==> src/rtl/multicycle_alu_if.sv <==
// Request/response channel bundle for multicycle_alu: operands and control in,
// registered result out, each side with its own valid/ready pair.
interface multicycle_alu_if #(
  parameter int DATA_WIDTH = 32
);
  logic                  in_valid;
  logic                  in_ready;
  logic [2:0]            alu_control;
  logic [DATA_WIDTH-1:0] src_a;
  logic [DATA_WIDTH-1:0] src_b;
  logic                  out_valid;
  logic                  out_ready;
  logic [DATA_WIDTH-1:0] result;
  logic                  zero;

  // Requester / consumer side (operand-mux stage and writeback).
  modport master (
    output in_valid, alu_control, src_a, src_b, out_ready,
    input  in_ready, out_valid, result, zero
  );

  // ALU side.
  modport slave (
    input  in_valid, alu_control, src_a, src_b, out_ready,
    output in_ready, out_valid, result, zero
  );
endinterface

==> src/rtl/multicycle_alu.sv <==
// Execute-stage ALU with valid/ready channels; single-cycle arith/logic/compare and
// bit-serial shifts, or single-cycle shifts when MULTICYCLE_ALU_BARREL_SHIFT_EN is defined.
module multicycle_alu #(
  parameter int DATA_WIDTH = 32
) (
  input logic             clk,
  input logic             rst_n,
  multicycle_alu_if.slave alu_bus
);

  localparam int SHAMT_W = $clog2(DATA_WIDTH);

  localparam logic [2:0] OP_ADD  = 3'b000;
  localparam logic [2:0] OP_SUB  = 3'b001;
  localparam logic [2:0] OP_AND  = 3'b010;
  localparam logic [2:0] OP_OR   = 3'b011;
  localparam logic [2:0] OP_SLTU = 3'b100;
  localparam logic [2:0] OP_SLT  = 3'b101;
  localparam logic [2:0] OP_SLL  = 3'b110;
  localparam logic [2:0] OP_SRL  = 3'b111;

  typedef enum logic [1:0] {
    IDLE  = 2'd0,
    SHIFT = 2'd1,
    DONE  = 2'd2
  } state_t;

  state_t                state_q, state_d;
  logic [DATA_WIDTH-1:0] result_q, result_d;
  logic                  zero_q, zero_d;
  logic [DATA_WIDTH-1:0] alu_result;
  logic [SHAMT_W-1:0]    shamt;
  logic                  is_shift;
  logic                  lt_signed;
  logic                  lt_unsigned;

`ifndef MULTICYCLE_ALU_BARREL_SHIFT_EN
  logic [DATA_WIDTH-1:0] acc_q, acc_d;
  logic [SHAMT_W-1:0]    cnt_q, cnt_d;
  logic                  left_q, left_d;
  logic [DATA_WIDTH-1:0] acc_step;
`endif

  assign shamt       = alu_bus.src_b[SHAMT_W-1:0];
  assign is_shift    = (alu_bus.alu_control[2:1] == 2'b11);
  assign lt_unsigned = (alu_bus.src_a < alu_bus.src_b);
  assign lt_signed   = ($signed(alu_bus.src_a) < $signed(alu_bus.src_b));

  // Single-cycle datapath; in the iterative build a shift only lands here when shamt is 0.
  always_comb begin
    alu_result = '0;
    case (alu_bus.alu_control)
      OP_ADD:  alu_result = alu_bus.src_a + alu_bus.src_b;
      OP_SUB:  alu_result = alu_bus.src_a - alu_bus.src_b;
      OP_AND:  alu_result = alu_bus.src_a & alu_bus.src_b;
      OP_OR:   alu_result = alu_bus.src_a | alu_bus.src_b;
      OP_SLTU: alu_result = {{(DATA_WIDTH-1){1'b0}}, lt_unsigned};
      OP_SLT:  alu_result = {{(DATA_WIDTH-1){1'b0}}, lt_signed};
`ifdef MULTICYCLE_ALU_BARREL_SHIFT_EN
      OP_SLL:  alu_result = alu_bus.src_a << shamt;
      OP_SRL:  alu_result = alu_bus.src_a >> shamt;
`else
      OP_SLL:  alu_result = alu_bus.src_a;
      OP_SRL:  alu_result = alu_bus.src_a;
`endif
      default: alu_result = '0;
    endcase
  end

  always_ff @(posedge clk or negedge rst_n) begin
    if (!rst_n) begin
      state_q  <= IDLE;
      result_q <= '0;
      zero_q   <= 1'b0;
`ifndef MULTICYCLE_ALU_BARREL_SHIFT_EN
      acc_q    <= '0;
      cnt_q    <= '0;
      left_q   <= 1'b0;
`endif
    end else begin
      state_q  <= state_d;
      result_q <= result_d;
      zero_q   <= zero_d;
`ifndef MULTICYCLE_ALU_BARREL_SHIFT_EN
      acc_q    <= acc_d;
      cnt_q    <= cnt_d;
      left_q   <= left_d;
`endif
    end
  end

  always_comb begin
    state_d  = state_q;
    result_d = result_q;
    zero_d   = zero_q;
`ifndef MULTICYCLE_ALU_BARREL_SHIFT_EN
    acc_d    = acc_q;
    cnt_d    = cnt_q;
    left_d   = left_q;
    acc_step = left_q ? (acc_q << 1) : (acc_q >> 1);
`endif

    case (state_q)
      IDLE: begin
        if (alu_bus.in_valid) begin
`ifndef MULTICYCLE_ALU_BARREL_SHIFT_EN
          if (is_shift && (shamt != '0)) begin
            acc_d   = alu_bus.src_a;
            cnt_d   = shamt;
            left_d  = ~alu_bus.alu_control[0];
            state_d = SHIFT;
          end else begin
            result_d = alu_result;
            zero_d   = (alu_result == '0);
            state_d  = DONE;
          end
`else
          result_d = alu_result;
          zero_d   = (alu_result == '0);
          state_d  = DONE;
`endif
        end
      end

      SHIFT: begin
`ifndef MULTICYCLE_ALU_BARREL_SHIFT_EN
        acc_d = acc_step;
        cnt_d = cnt_q - 1'b1;
        // Last step: commit the accumulator as it will look after this edge.
        if (cnt_q == SHAMT_W'(1)) begin
          result_d = acc_step;
          zero_d   = (acc_step == '0);
          state_d  = DONE;
        end
`else
        state_d = IDLE;
`endif
      end

      DONE: begin
        if (alu_bus.out_ready) begin
          state_d = IDLE;
        end
      end

      default: state_d = IDLE;
    endcase
  end

  assign alu_bus.in_ready  = (state_q == IDLE);
  assign alu_bus.out_valid = (state_q == DONE);
  assign alu_bus.result    = result_q;
  assign alu_bus.zero      = zero_q;

`ifdef MULTICYCLE_ALU_BARREL_SHIFT_EN
  logic unused_is_shift;
  assign unused_is_shift = is_shift;
`endif

endmodule
==> src/flat_wrapper.sv <==
// flat-port wrapper written by rule: the top's interface ports become plain ports
module multicycle_alu_flat 
#(
  parameter int DATA_WIDTH = 32
)
  (clk, rst_n, alu_bus_in_valid, alu_bus_alu_control, alu_bus_src_a, alu_bus_src_b, alu_bus_out_ready, alu_bus_in_ready, alu_bus_out_valid, alu_bus_result, alu_bus_zero);
  multicycle_alu_if #(.DATA_WIDTH(DATA_WIDTH)) alu_bus_i ();
  input logic clk;
  input logic rst_n;
  input wire logic [$bits(alu_bus_i.in_valid)-1:0] alu_bus_in_valid;
  input wire logic [$bits(alu_bus_i.alu_control)-1:0] alu_bus_alu_control;
  input wire logic [$bits(alu_bus_i.src_a)-1:0] alu_bus_src_a;
  input wire logic [$bits(alu_bus_i.src_b)-1:0] alu_bus_src_b;
  input wire logic [$bits(alu_bus_i.out_ready)-1:0] alu_bus_out_ready;
  output wire logic [$bits(alu_bus_i.in_ready)-1:0] alu_bus_in_ready;
  output wire logic [$bits(alu_bus_i.out_valid)-1:0] alu_bus_out_valid;
  output wire logic [$bits(alu_bus_i.result)-1:0] alu_bus_result;
  output wire logic [$bits(alu_bus_i.zero)-1:0] alu_bus_zero;
  assign alu_bus_i.in_valid = alu_bus_in_valid;
  assign alu_bus_i.alu_control = alu_bus_alu_control;
  assign alu_bus_i.src_a = alu_bus_src_a;
  assign alu_bus_i.src_b = alu_bus_src_b;
  assign alu_bus_i.out_ready = alu_bus_out_ready;
  assign alu_bus_in_ready = alu_bus_i.in_ready;
  assign alu_bus_out_valid = alu_bus_i.out_valid;
  assign alu_bus_result = alu_bus_i.result;
  assign alu_bus_zero = alu_bus_i.zero;
  multicycle_alu #(.DATA_WIDTH(DATA_WIDTH)) u_core (.clk(clk), .rst_n(rst_n), .alu_bus(alu_bus_i));
endmodule
==> config.mk <==
export PLATFORM = sky130hd
export DESIGN_NAME = multicycle_alu_flat
export DESIGN_NICKNAME = d
export VERILOG_FILES = /design/src/rtl/multicycle_alu_if.sv /design/src/rtl/multicycle_alu.sv /design/src/flat_wrapper.sv
export SDC_FILE = /design/constraint.sdc
export NUM_CORES = 1
export LEC_CHECK = 0
export CAP_MARGIN = 20
export CORE_MARGIN = 1.5
export CORE_UTILIZATION = 64
export CTS_BUF_LIST = sky130_fd_sc_hd__clkbuf_4
export DETAILED_ROUTE_END_ITERATION = 7
export PLACE_DENSITY = 0.89
export SYNTH_ARGS = -nofsm -noshare
export SYNTH_HDL_FRONTEND = slang
export SYNTH_SLANG_ARGS = --single-unit
export TNS_END_PERCENT = 50
==> constraint.sdc <==
create_clock -name clk -period 5 [get_ports clk]
set_input_delay 0.5 -clock clk [delete_from_list [all_inputs] [get_ports clk]]
set_output_delay 0.5 -clock clk [all_outputs]
set_load 0.03 [all_outputs]
Word level (Yosys, flattened, before mapping):

Index checks and enable logic that the tools add are counted.

* reduce and logical (&&, ||, !) cells: 12
* bitwise logic cells: 3
* equality and inequality tests: 16
* mux-type cells: 21
* order comparisons: 2
* add/subtract/negate cells: 3

Operators by type and width (number)
* $pmux 32 s7: 1
* $mux 32: 6
* $pmux 32 s2: 2
* $logic_not 32->1: 2
* $lt 32x32->1: 2
* $add 32x32->32: 1
* $and 32x32->32: 1
* $or 32x32->32: 1
* $sub 32x32->32: 1
* $eq 3x3->1 const B: 4
* $mux 5: 2
* $pmux 5 s2: 1
* $reduce_and 3->1: 3
* $mux 2: 4
* $eq 3x2->1 const B: 2
* $ne 2x2->1 const B: 3
* $pmux 2 s3: 1
* $eq 5x1->1 const B: 1
* $reduce_bool 5->1: 1
* $sub 5x1->5 const B: 1
* $eq 2x2->1 const B: 2
* $ne 2x1->1 const B: 2
* $reduce_and 4->1: 1
* $eq 3x1->1 const B: 1
* other kinds (9): 11

* flip-flop bits (word level): 73
* output and inout port bits: 35
* logic and storage cells: 63

Depth between registers and ports, before layout:

* depth in word-level cells: 7
* mapped depth: 15

Least setup slack after synthesis:

OpenSTA, ideal clock, no wires.

* kind: input to register
* from: input alu_bus_src_b[17]
* to: register u_core.zero_q, in the netlist u_core.alu_bus.zero
* setup slack: 1.624 ns
* stages: 13
* data required time: 4.908 ns
* data arrival time: 3.285 ns
* library setup time: 0.092 ns
* path buffers: 0
* path through: inv_1 -> ha_1 -> nor4_2 -> nand3_1 -> or3_1 -> or3_1 -> o21a_1 -> or4_4 -> a21oi_2 -> nor3b_1 -> nor4b_2 -> nand4_1 -> o31ai_2

* word-level cells in the longest chain between the ends: 6
* elaborated cells on any way between the ends: 11

Ends and longest elaborated chain
* start: declaration: RTL line flat_wrapper.sv:13 `input wire logic [$bits(alu_bus_i.src_b)-1:0] alu_bus_src_b;`
* $sub 32x32->32 (tied with other cells): RTL line multicycle_alu.sv:54 `OP_SUB: alu_result = alu_bus.src_a - alu_bus.src_b;`
* $pmux 32 s7 (*): RTL line multicycle_alu.sv:52 `case (alu_bus.alu_control)`
* $logic_not 32->1 (*): RTL line multicycle_alu.sv:114 `zero_d = (alu_result == '0);`
* $mux 1 (*): RTL line multicycle_alu.sv:107 `if (is_shift && (shamt != '0)) begin`
* $mux 1 (*): RTL line multicycle_alu.sv:105 `if (alu_bus.in_valid) begin`
* $pmux 1 s2 (*): RTL line multicycle_alu.sv:103 `case (state_q)`
* end signal: assignment: RTL line multicycle_alu.sv:83 `zero_q <= zero_d;`
* end: declaration: RTL line multicycle_alu.sv:30 `logic zero_q, zero_d;`

Mark *: on every way between the ends. The rest lies on a longest branch, timed or not. The select of a mux whose other input is x is not followed.
A chain may end at the register's enable or synchronous reset.

Final worst setup path:

* from: input alu_bus_src_a[12]
* to: register u_core.zero_q, in the netlist u_core.alu_bus.zero

* word-level cells in the longest chain between the ends: 6
* elaborated cells on any way between the ends: 11

Ends and longest elaborated chain
* start: declaration: RTL line flat_wrapper.sv:12 `input wire logic [$bits(alu_bus_i.src_a)-1:0] alu_bus_src_a;`
* $sub 32x32->32 (tied with other cells): RTL line multicycle_alu.sv:54
* $pmux 32 s7 (*): RTL line multicycle_alu.sv:52
* $logic_not 32->1 (*): RTL line multicycle_alu.sv:114
* $mux 1 (*): RTL line multicycle_alu.sv:107
* $mux 1 (*): RTL line multicycle_alu.sv:105
* $pmux 1 s2 (*): RTL line multicycle_alu.sv:103

Marks and branches as above.

==> flow_summary.toml <==
[run_status]
outcome = "complete, no violations"

[setup_path]
cp_slowest_stage_delay_ps = 650
critPathArrivalTime_ps = 4770
crit_required_ps = 5360
critPathLaunch = "alu_bus_src_a[12]"
reg2reg_from = "u_core.state_q[0]"
slowest_stage = "clkdlybuf4s50_1"
crit_chain = "clkdlybuf4s50_1 -> inv_1 -> ha_1 -> and2_1 -> nand3_1 -> or3_1 -> a311oi_1 -> buf_4 -> o21ai_0 -> mux2i_1 -> a21oi_1 -> a211oi_1 -> nor4b_2 -> nand4_1 -> o31ai_2"
crit_path_end_kind = "flip-flop"
start_kind = "input port"
worstSetupPathType = "in2reg"
cp_max_fo = 13

[clock_network]
insertion_delay_ps = 440
cts-root-buf = "clkbuf_4"
cts_setup_buffers = 0
cts_hold_buf = 0
clock-sinks = 73
cts-resized-gates = 0
cts_max_level = 3
clk_pin_slew_ps = 110
tritoncts = "done"
cts_buffers = 9
cts_buffer_depth = 2

[logic_synthesis]
yosysTopAreaCellShare_pct = 19.68
synth_seq_cells = 73
synthTopCellsByArea = "dfrtp_1 20%, ha_1 13%, o21ai_0 6.9%"
synth_warnings = 0
synthFlopType = "dfrtp_1"
synth-edff-count = 0
async_flop_share_pct = 100.0
synth_most_common_cell = "nand2_1"
synth_commonest_cells = "137 x nand2_1, 128 x o21ai_0, 106 x a21oi_1"
syn_area_per_cell_um2 = 7.211
mappedNetlistNets = 1458
synthDistinctLibCells = 82
yosysSeqAreaShare_pct = 19.68
synth_top_area_cell = "dfrtp_1"
netlist_area_mm2 = 0.009280
netlist_instances = 1287

[timing]
rsz0062_at_grt = "false"
hold_viol_final = 0
slew_headroom_pct = 36.02
worst_pin_slew_ps = 959.7
layout_min_cycle_time_ps = 4409
finalSetupViolCount = 0
slew_viol_final = 0
clock.fmax_mhz = 226.8
post-route-period-util_pct = 88.17
skew_ps = 15.05
finalSetupTns_ps = 0

[route]
wl_met1_um = 13400
drc_errors = 0
wirelength_um = 34060
firstDrtPassIters = 8
routed.top_layer = "met4"
vias = 10690
drtIter0Drc = 1586
ant_nets = 0
vias_per_cell = 6.994
dr_wl_met3_um = 4914
routedWlPerCell_um = 22.29
dr_wl_met2_um = 14380

[floorplan]
die_w_um = 123.4
core_area_mm2 = 0.01404
num_rows = 43
dieArea_mm2 = 0.01523
die_h_um = 123.4
initial_utilization_pct = 66.09
io_pins = 106

[placement]
gp_congestion = 1.141
post-dp-hpwl_um = 26030
io_buffers = 105

[layout]
final_net_count = 1512
final_util_pct = 74.93
drive_gt1_share_pct = 4.903
area_growth_pct = 13.37

[grt]
grt_pass1_vias = 9790
grt_usage_pct = 45.17
overflow = 0
grt_pass1_wl_um = 52890
antenna_found_initial = 2
grt_start_max_net_pins = 74

[job]
cap_violations = 0

[power]
vdd.ir_drop.worst_mv = 0.2561
total_leakage_power_nw = 4.558
powerDensity_mw_per_mm2 = 359.9

[min_path]
hp-class = "in2async"
==> metrics by stage <==
| stage | power [mW] | cell area, µm² | cells | hold slack [ps] | worst slack (ps) |
|---|---|---|---|---|---|
| after global routing | 4.023 | 10520 | 1528 | 241.0 | 439.5 |
| after global placement | 3.324 | 10410 | 1510 | 457.6 | 259.1 |
| after detailed placement | 3.391 | 10410 | 1510 | 466.0 | 310.2 |
| final | 3.786 | 10520 | 1528 | 172.5 | 591.3 |
| after CTS | 3.713 | 10520 | 1526 | 197.1 | 755.2 |
| after floorplan | 2.579 | 9280 | 1287 | 204.4 | 1624 |
==> worst max-delay path: cells and delay by family <==
family	cells	cell delay, ps
multiplexers	1	200
AND/OR/NAND/NOR	5	1330
buffers and inverters	3	940
adder cells (fa/ha/maj)	1	540
AO/OA/AOI/OAI	5	1250
==> layout make-up <==
class                   count  area (µm²)
flip-flops and latches     73        1828
multi-input cells        1022        6724
well taps                 180       225.2
fillers                  1125        3521
clock buffers              10       75.07
clock inverters             6       35.03
inverters                 104       390.4
repair buffers            131        1239
diodes                      2       5.005
==> flip-flops by register name (all words and copies together) (netlist names) <==
name,count
u_core.alu_bus.zero,1
u_core.alu_bus.result,32
u_core.cnt_q,5
u_core.acc_q,32
u_core.state_q,2
u_core.left_q,1
==> final timing paths <==
path	cells after the start	endpoint	slack, ps
worst max-delay path	15	u_core.alu_bus.zero	590
worst max register to register	9	u_core.alu_bus.zero	1780
min in group clk	2	u_core.alu_bus.result[29]	480
worst min register to register	2	u_core.alu_bus.result[29]	480
worst min-delay path	1	u_core.state_q[0]	170
max in group asynchronous	1	u_core.left_q	4220
==> power breakdown <==
part           switching, mW  internal [mW]  leakage [nW]  total (mW)
logic                   1.43          0.867          3.58        2.30
registers              0.314          0.861         0.912        1.18
clock network          0.207          0.104        0.0636       0.311
==> layout by cell type, fill, tap and decap left out, types with 8 or more instances in the layout <==
cell type,Yosys,layout
a21o_1,16,15
o21a_1,8,8
nand2_1,137,137
or3_1,15,15
clkdlybuf4s50_1,0,103
nand3_1,16,16
inv_1,101,101
nor2_1,98,98
ha_1,98,98
o22ai_1,9,9
buf_4,1,27
nand4_1,9,9
a22oi_1,8,8
o211ai_1,12,12
dfrtp_1,73,72
o21ai_0,128,128
nor4_1,14,14
nor3_1,36,36
a21oi_1,106,106
clkbuf_4,0,10
nand2b_1,10,10
o31ai_1,36,36
a31oi_1,9,9
xnor2_1,20,20
a211oi_1,51,51
mux2i_1,24,24
nor2b_1,27,26
==> cell families (layout without fill, tap and decap cells) <==
logic type	Yosys count	in the layout	synth area share, %
flops	73	73	19.68
mux	25	25	2.710
other cells	0	2	0
simple gates	404	404	20.88
xor+xnor	25	25	2.359
fa+ha+maj	100	100	13.64
compound gates	468	468	32.76
buf+inv	192	251	7.955
==> layer usage <==
| metal | vias up | GRT usage [%] |
|---|---|---|
| met5 | - | 0 |
| met4 | 0 | 18.97 |
| met3 | 143 | 12.96 |
| met2 | 816 | 67.12 |
| met1 | 4950 | 61.21 |
| li1 | 4778 | - |
Note: power is estimated with default switching activity, not from simulation.
